<file path="config.mk">
export PLATFORM = sky130hd
export DESIGN_NAME = pr_timer
export DESIGN_NICKNAME = d
export VERILOG_FILES = /design/src/rtl/pr_timer.sv
export SDC_FILE = /design/constraint.sdc
export NUM_CORES = 1
export LEC_CHECK = 0
export CAP_MARGIN = 10
export CORE_MARGIN = 2
export CORE_UTILIZATION = 54
export DETAILED_ROUTE_END_ITERATION = 6
export GPL_ROUTABILITY_DRIVEN = 0
export GPL_TIMING_DRIVEN = 0
export HOLD_SLACK_MARGIN = 0.12
export PLACE_DENSITY_LB_ADDON = 0.1
export SYNTH_ARGS = -nofsm -noshare
export SYNTH_HDL_FRONTEND = slang
export SYNTH_SLANG_ARGS = --single-unit
</file>
<file path="constraint.sdc">
create_clock -name clk -period 7.35 [get_ports clk]
set_clock_uncertainty 0.2 [all_clocks]
set_input_delay 1.47 -clock clk [delete_from_list [all_inputs] [get_ports clk]]
set_output_delay 1.47 -clock clk [all_outputs]
set_load 0.1 [all_outputs]
</file>
<file path="src/rtl/pr_timer.sv">
// pr_timer: memory-mapped programmable down-counter with an interrupt output.
// Registers are word-addressed from BASE_ADDR: 0 CTRL, 1 PRESET, 2 COUNT (read-only).
// CTRL layout: [0] En, [2:1] Mode (1 = auto-reload, anything else = one-shot), [3] IM.
// Optional feature macro TIMER_PRESCALE_EN: adds CTRL[4] (PS), which slows counting
// to one decrement every PRESCALE cycles.
module pr_timer #(
    parameter logic [31:0] BASE_ADDR = 32'h0000_7F00,
    parameter int          PRESCALE  = 16
) (
    input  logic        clk,
    input  logic        reset,
    input  logic [31:0] addr,
    input  logic        we,
    input  logic [31:0] wd,
    output logic [31:0] rd,
    output logic        irq
);

    typedef enum logic [1:0] {
        ST_IDLE = 2'd0,
        ST_LOAD = 2'd1,
        ST_CNT  = 2'd2,
        ST_INT  = 2'd3
    } state_e;

`ifdef TIMER_PRESCALE_EN
    localparam logic [4:0] CTRL_MASK = 5'h1F;
    localparam int         PS_W      = (PRESCALE > 1) ? $clog2(PRESCALE) : 1;
    localparam logic [PS_W-1:0] PS_LAST = PS_W'(PRESCALE - 1);
    logic [PS_W-1:0] ps_cnt_q, ps_cnt_d;
`else
    localparam logic [4:0] CTRL_MASK = 5'h0F;
`endif

    state_e      state_q, state_d;
    logic [4:0]  ctrl_q, ctrl_d;
    logic [31:0] preset_q, preset_d;
    logic [31:0] count_q, count_d;
    logic        pending_q, pending_d;

    logic        sel_s;
    logic [1:0]  idx_s;
    logic        wr_ctrl_s;
    logic        wr_preset_s;
    logic        tick_s;
    logic        reload_mode_s;

    // Address decode and write strobes for the register window.
    always_comb begin
        sel_s       = (addr >= BASE_ADDR) && (addr <= (BASE_ADDR + 32'd11));
        idx_s       = addr[3:2];
        wr_ctrl_s   = we && sel_s && (idx_s == 2'd0);
        wr_preset_s = we && sel_s && (idx_s == 2'd1);
        reload_mode_s = (ctrl_q[2:1] == 2'b01);
`ifdef TIMER_PRESCALE_EN
        if (ctrl_q[4]) begin
            tick_s = (ps_cnt_q == PS_LAST);
        end else begin
            tick_s = 1'b1;
        end
`else
        tick_s = 1'b1;
`endif
    end

    // Next-state logic: CPU writes, counting FSM and interrupt pending flag.
    always_comb begin
        state_d   = state_q;
        ctrl_d    = ctrl_q;
        preset_d  = preset_q;
        count_d   = count_q;
        pending_d = pending_q;
`ifdef TIMER_PRESCALE_EN
        ps_cnt_d  = ps_cnt_q;
`endif

        // CPU side: any CTRL/PRESET write acknowledges a pending interrupt.
        if (wr_ctrl_s) begin
            ctrl_d = wd[4:0] & CTRL_MASK;
        end else begin
            ctrl_d = ctrl_q;
        end
        if (wr_preset_s) begin
            preset_d = wd;
        end else begin
            preset_d = preset_q;
        end
        if (wr_ctrl_s || wr_preset_s) begin
            pending_d = 1'b0;
        end else begin
            pending_d = pending_q;
        end

        case (state_q)
            ST_IDLE: begin
`ifdef TIMER_PRESCALE_EN
                ps_cnt_d = '0;
`endif
                if (ctrl_q[0]) begin
                    state_d = ST_LOAD;
                end else begin
                    state_d = ST_IDLE;
                end
            end
            ST_LOAD: begin
`ifdef TIMER_PRESCALE_EN
                ps_cnt_d = '0;
`endif
                count_d = preset_q;
                state_d = ST_CNT;
            end
            ST_CNT: begin
                if (!ctrl_q[0]) begin
                    state_d = ST_IDLE;
                end else if (tick_s) begin
`ifdef TIMER_PRESCALE_EN
                    ps_cnt_d = '0;
`endif
                    // A count of 0 or 1 both expire here, so PRESET=0 acts as 1.
                    if (count_q > 32'd1) begin
                        count_d = count_q - 32'd1;
                    end else begin
                        count_d   = 32'd0;
                        pending_d = 1'b1;
                        state_d   = ST_INT;
                    end
                end else begin
`ifdef TIMER_PRESCALE_EN
                    ps_cnt_d = ps_cnt_q + 1'b1;
`endif
                    state_d = ST_CNT;
                end
            end
            ST_INT: begin
                if (reload_mode_s) begin
                    pending_d = 1'b0;
                    state_d   = ST_LOAD;
                end else begin
                    state_d = ST_IDLE;
                    // A CPU CTRL write in this cycle takes priority over the auto-disable.
                    if (!wr_ctrl_s) begin
                        ctrl_d[0] = 1'b0;
                    end else begin
                        ctrl_d[0] = wd[0];
                    end
                end
            end
            default: begin
                state_d = ST_IDLE;
            end
        endcase
    end

    // State registers with asynchronous active-low reset.
    always_ff @(posedge clk or negedge reset) begin
        if (!reset) begin
            state_q   <= ST_IDLE;
            ctrl_q    <= 5'd0;
            preset_q  <= 32'd0;
            count_q   <= 32'd0;
            pending_q <= 1'b0;
`ifdef TIMER_PRESCALE_EN
            ps_cnt_q  <= '0;
`endif
        end else begin
            state_q   <= state_d;
            ctrl_q    <= ctrl_d;
            preset_q  <= preset_d;
            count_q   <= count_d;
            pending_q <= pending_d;
`ifdef TIMER_PRESCALE_EN
            ps_cnt_q  <= ps_cnt_d;
`endif
        end
    end

    // Read mux: selected register inside the window, zero elsewhere.
    always_comb begin
        rd = 32'd0;
        if (sel_s) begin
            case (idx_s)
                2'd0:    rd = {27'd0, ctrl_q};
                2'd1:    rd = preset_q;
                2'd2:    rd = count_q;
                default: rd = 32'd0;
            endcase
        end else begin
            rd = 32'd0;
        end
    end

    assign irq = pending_q & ctrl_q[3];

endmodule

</file>
==> run_results.csv, run 1 <==
group,metric,value,unit
critical_path,path_cells,"clkdlybuf4s50_1, nor2b_1, clkbuf_1, buf_1, a22oi_1, nor2_1, clkdlybuf4s50_1",
final_layout,final_core_util,0.725,
cts,clock_sinks,71,
critical_path,crit_family,"buffers and inverters",
sta,maxSlewViolCount,0,
sta,min_period,6.22,ns
critical_path,cp_data_arrival_time,4.55,ns
critical_path,cp_common_cell,"clkdlybuf4s50_1",
cts,cts_root_buf,"clkbuf_8",
power_and_ir_drop,netSwitchingFraction,0.207,
yosys,yosysUniqueCellTypes,54,
drt,routed_wl,12.2,mm
power_and_ir_drop,combPwrFrac,0.061,
power_and_ir_drop,power,860,uW
floorplanning,core_area,7650,um2
cts,cts_setup_buffers,0,
sta,rsz0062_at_grt,"no",
final_layout,diodes,0,
final_layout,area_growth,32.1,%
critical_path,end_kind,"output port",
sta,fmax,161,MHz
critical_path,crit_fanout,10,
critical_path,cp_data_required_time,5.68,ns
floorplanning,die_h,92.2,um
global_route,grt_use_total,0.305,
critical_path,cp_slowest_cell,"clkdlybuf4s50_1",
global_route,grt_pass1_vias,4235,
drt,num_vias,4111,
outcome,status,"completed",
cts,numCtsBuffers,9,
yosys,synth_top_area_frac,0.423,
sta,setup_viol,0,
cts,post_cts_resized,0,
cts,clock_latency,0.36,ns
yosys,yosysTopAreaCell,"dfrtp_1",
yosys,netlist_area,4200,um2
place,dp_hpwl,8.61,mm
sta,tns,0,ns
power_and_ir_drop,p_int,681,uW
sta,slew_headroom,0.340,
critical_path,worst_setup_path_start_kind,"input port",
cts,ctsHoldBuffers,0,
sta,finalHoldViolations,0,
yosys,yosysSeqAreaShare,0.423,
critical_path,critPathMaxStageDelay,1.15,ns
sta,worst_slew_pin_slew,0.987,ns
drt,initialDrtViolationCount,411,
yosys,synth_edf_count,0,
floorplanning,initial_core_util,0.549,
yosys,synth_cells,446,
drt,wl_per_cell,18.5,um
worst_hold_path,min_path_type,"register to register",
place,dpl.cell_count,644,
power_and_ir_drop,powerDensity,155,nW/um2
yosys,synth_area_leaders,"dfrtp_1, mux2_2, a22oi_1",
floorplanning,die-area,8500,um2
power_and_ir_drop,seq_power_share,0.454,
final_layout,fillers,588,
power_and_ir_drop,clock_power_share,0.485,
sta,period_share,0.846,
drt,vias_per_cell,6.23,
floorplanning,ios,100,
flow_run,max_cap_viol_count,0,
cts,h-tree-depth,3,
floorplanning,core.rowCount,32,
yosys,syn-num-nets,515,
critical_path,crit_buf_inv,4,
yosys,ys_ff_latch,71,
place,port_buffers,96,
power_and_ir_drop,ir_drop,0.105,mV
yosys,yosys_warnings,0,
drt,ant_nets,0,
power_and_ir_drop,power_switching,178,uW
final_layout,final_cells,660,
floorplanning,die_width,92.2,um
yosys,syn_area_per_cell,9.42,um2
power_and_ir_drop,p_leak,0.00239,uW
yosys,synth_ff_type,"dfrtp_1",
global_route,grt_pass1_wl,20.5,mm
drt,drc,0,
global_route,grt_overflow,0,
global_route,antenna_found_initial,0,
final_layout,final_layout_size_suffix_gt1_frac,0.129,
drt,dr.pass1.iters,5,
cts,tritoncts,"done",
cts,clock_path_buffers,2,
global_route,grt_max_degree,72,
yosys,synthArstFlopShare,1.00,
final_layout,final_nets,622,
cts,clk_pin_slew_worst_paths,0.08,ns
critical_path,critPathKind,"input port to output port",
[cell families after synthesis]
logic type,after synthesis,synth area share
buffers and inverters,40,0.0384
AOI/OAI and AO/OA,103,0.181
DFF,71,0.423
muxes,40,0.106
adders and majority gates,2,0.00596
and+or+nand+nor,190,0.246
[worst reg2reg max path, delay by kind of cell (launching register included)]
| kind | cells | cell delay [ns] |
|---|---|---|
| flip-flops | 1 | 0.44 |
| AO/OA/AOI/OAI | 1 | 0.22 |
| AND/OR/NAND/NOR | 4 | 1.96 |
[layout make-up]
class | instances | area (um2) | area share
Clock inverter | 6 | 133 | 0.0239
Tap cell | 102 | 128 | 0.0230
Sequential cell | 71 | 1780 | 0.320
Multi-Input combinational cell | 335 | 2260 | 0.408
Clock buffer | 10 | 128 | 0.0230
Inverter | 9 | 33.8 | 0.00609
Buffer | 31 | 128 | 0.0230
Timing Repair Buffer | 96 | 958 | 0.173
[layer usage]
layer  track usage  share of wire  wire [um]  vias to the layer above
met5             0              0          0                        -
li1              -              -          -                     1904
met1         0.389           0.42       5100                     1955
met3        0.0501          0.075        918                       30
met4         0.138          0.022        272                        0
met2         0.509           0.49       5950                      222
[placed cells by master, fill, tap and decap left out, types with 3 or more instances in the layout]
master / netlist / final
clkdlybuf4s50_1: 0 / 95
dfrtp_1: 71 / 71
nor2_1: 58 / 58
nand2_1: 38 / 38
a22oi_1: 32 / 32
mux2_2: 32 / 32
clkbuf_1: 25 / 26
a21oi_1: 19 / 19
o211ai_1: 16 / 16
nand3_1: 14 / 14
or4_1: 10 / 10
nor4_1: 10 / 10
inv_1: 9 / 9
nand4_1: 9 / 9
clkbuf_8: 0 / 9
nor2b_1: 6 / 6
o311ai_0: 6 / 6
or2_2: 6 / 6
mux2i_1: 5 / 5
or3_1: 5 / 5
nor3_1: 5 / 5
a31oi_1: 5 / 5
o21ai_0: 4 / 4
nand3b_1: 4 / 4
and3_1: 4 / 4
bufinv_16: 0 / 4
nand4b_1: 3 / 3
nor4_4: 3 / 3
nand2_2: 3 / 3
o221ai_1: 3 / 3
o31ai_1: 3 / 3
o2111ai_1: 3 / 3
buf_2: 3 / 3
mux2_1: 3 / 3
[worst paths after layout]
kind | from | end | slack (ns) | cells past startpoint
max | addr[2] | rd[28] | 1.13 | 7
min | preset_q[25] | count_q[25] | 0.32 | 2
max reg2reg | count_q[14] | count_q[24] | 4.38 | 5
min reg2reg | preset_q[25] | count_q[25] | 0.32 | 2
max in group asynchronous | reset | count_q[29] | 5.33 | 1
min in group asynchronous | reset | preset_q[8] | 1.04 | 1
[synth_stat cells, types with 3 or more instances]
cell / number
o2111ai_1: 3
nand4b_1: 3
buf_2: 3
nor2_1: 58
nand3_1: 14
nand4_1: 9
mux2_1: 3
or3_1: 5
nand2_1: 38
a21oi_1: 19
a22oi_1: 32
o21ai_0: 4
nor3_1: 5
mux2_2: 32
nor2b_1: 6
dfrtp_1: 71
nand2_2: 3
nor4_4: 3
o31ai_1: 3
o211ai_1: 16
nor4_1: 10
and3_1: 4
or2_2: 6
a31oi_1: 5
mux2i_1: 5
inv_1: 9
or4_1: 10
o311ai_0: 6
nand3b_1: 4
clkbuf_1: 25
o221ai_1: 3
[per-stage QoR]
step	setup slack [ns]	hold slack [ns]	area (um2)
after floorplan	1.80	0.268	4200
after global placement	1.20	0.300	5290
after detailed placement	1.18	0.306	5290
after CTS	1.16	0.323	5550
after global routing	0.976	0.364	5550
final	1.13	0.319	5550
[sequential cells by signal, summed over array words and instances, names as in the netlist]
register / count
preset_q: 32
ctrl_q: 4
pending_q: 1
state_q: 2
count_q: 32
[power groups by stage]
stage                     Combinational, uW  Clock (uW)  Sequential, uW
final                                  52.2         417             390
after global routing                   56.4         436             390
after CTS                              52.7         417             390
after detailed placement               52.5           0             398
after global placement                 51.4           0             398
after floorplan                        7.81           0             398
(Power assumes the default switching activity.)
==> run 2: changes to the inputs <==
- CORE_UTILIZATION: 54 -> 50
- clock period: 7.35 -> 6.4 ns (I/O delays scaled with it)
==> run 2 against run 1 <==
Against the previous run: sequential share of layout area is 0.34 points higher; worst hold slack better by 0.013 ns; clock power shrank 13%; combinational power grew 14%; first-iteration DRC count fell by 11%; final area shrank 1.1%.
==> run_results.csv, run 2 (same netlist as run 1, synthesis figures left out) <==
group,metric,value,unit
flow_run,max_cap_viol_count,0,
power_and_ir_drop,powerDensity,159,nW/um2
power_and_ir_drop,clock_power_share,0.417,
final_layout,largest_registers,"count_q x32, preset_q x32, ctrl_q x4",
cts,clock_sinks,71,
drt,dr.pass1.iters,5,
global_route,grt_max_degree,72,
cts,h-tree-depth,3,
drt,ant_nets,0,
drt,vias_per_cell,6.19,
worst_hold_path,min_path_type,"register to register",
power_and_ir_drop,p_int,673,uW
floorplanning,die_width,95.7,um
floorplanning,die-area,9150,um2
final_layout,final_nets,622,
sta,finalHoldViolations,0,
critical_path,end_kind,"output port",
sta,slew_headroom,0.346,
place,port_buffers,96,
sta,min_period,5.86,ns
drt,wl_per_cell,18.3,um
power_and_ir_drop,seq_power_share,0.515,
cts,tritoncts,"done",
critical_path,cp_data_required_time,4.92,ns
final_layout,fillers,682,
final_layout,regArea,1780,um2
cts,numCtsBuffers,9,
power_and_ir_drop,netSwitchingFraction,0.227,
sta,tns,0,ns
power_and_ir_drop,power_switching,198,uW
sta,rsz0062_at_grt,"no",
final_layout,diodes,0,
floorplanning,core.rowCount,33,
floorplanning,initial_core_util,0.514,
global_route,grt_overflow,0,
cts,cts_setup_buffers,0,
power_and_ir_drop,p_leak,0.00236,uW
sta,fmax,171,MHz
final_layout,mostFrequentLayoutCells,"clkdlybuf4s50_1, dfrtp_1, nor2_1",
sta,worst_slew_pin_slew,0.978,ns
final_layout,final_layout_size_suffix_gt1_frac,0.131,
drt,drc,0,
sta,setup_viol,0,
floorplanning,core_area,8180,um2
cts,clk_pin_slew_worst_paths,0.07,ns
critical_path,cp_data_arrival_time,4.38,ns
final_layout,multi_input_area,2260,um2
sta,period_share,0.916,
power_and_ir_drop,combPwrFrac,0.069,
floorplanning,die_h,95.7,um
drt,initialDrtViolationCount,364,
global_route,grt_pass1_vias,3995,
floorplanning,ios,100,
power_and_ir_drop,ir_drop,0.102,mV
critical_path,critPathKind,"input port to output port",
cts,clock_latency,0.35,ns
cts,ctsHoldBuffers,0,
global_route,antenna_found_initial,0,
drt,routed_wl,12.1,mm
critical_path,crit_fanout,10,
global_route,grt_use_total,0.283,
drt,num_vias,4105,
final_layout,layout_commonest_cell,"clkdlybuf4s50_1",
cts,clock_path_buffers,2,
critical_path,worst_setup_path_start_kind,"input port",
cts,post_cts_resized,0,
final_layout,area_growth,30.7,%
cts,cts_root_buf,"clkbuf_8",
global_route,grt_pass1_wl,19.8,mm
final_layout,final_core_util,0.671,
outcome,status,"completed",
sta,maxSlewViolCount,0,
place,dp_hpwl,8.53,mm
-- run 2: cell count changes in the layout (fill, tap and decap cells not counted) --
| cell | change |
|---|---|
| bufinv_16 | -3 |
| clkbuf_1 | -1 |
| clkbuf_8 | +1 |
| clkinv_2 | +2 |
| clkinvlp_4 | +1 |
-- run 2: cell type report --
class,instances,share of cell area
plain buffers,31,0.0233
multi-input cells,335,0.412
inverters,9,0.00616
repair buffers,96,0.175
clock inverters,6,0.0109
flip-flops and latches,71,0.324
well taps,105,0.0239
clock buffers,10,0.0251
-- run 2: power groups by stage --
stage | combinational [uW] | sequential (uW) | clock [uW]
finish | 59.7 | 448 | 363
global route | 65.0 | 448 | 387
CTS | 60.7 | 448 | 369
detailed placement | 60.5 | 457 | 0
global placement | 59.6 | 457 | 0
floorplan | 8.97 | 457 | 0
-- run 2: per-stage QoR --
stage                     cell area (um2)  power [uW]  setup WS (ns)  instances  hold WS, ns
after floorplan                      4200         466           1.23        446        0.268
after global placement               5290         517          0.598        647        0.304
after detailed placement             5290         518          0.553        647        0.309
after CTS                            5490         878          0.545        663        0.337
after global routing                 5490         900          0.398        663        0.361
final                                5490         871          0.538        663        0.333
-- run 2: per-layer routing --
layer / track usage / up-vias / wire, um
met2: 0.448 / 224 / 5630
met4: 0.100 / 0 / 287
met1: 0.393 / 1953 / 5170
met3: 0.0474 / 29 / 1020
met5: 0 / - / 0
li1: - / 1899 / -
-- run 2: final timing paths --
check                                  start            to  slack (ns)  cells past startpoint
worst max register to register    count_q[8]   count_q[24]        3.40                      6
max in group asynchronous              reset   count_q[29]        4.57                      1
worst max-delay path                 addr[2]         rd[9]        0.54                      7
worst min-delay path            preset_q[13]   count_q[13]        0.33                      2
min in group asynchronous              reset  preset_q[10]        0.85                      1
worst min register to register  preset_q[13]   count_q[13]        0.33                      2
-- run 2: worst max-delay path, stage by stage --
cell and delay (ns):
clkdlybuf4s50_1 0.64, nor2b_1 0.17, clkbuf_1 0.36, clkbuf_1 0.47
a22oi_1 0.17, nor2_1 0.14, clkdlybuf4s50_1 1.14
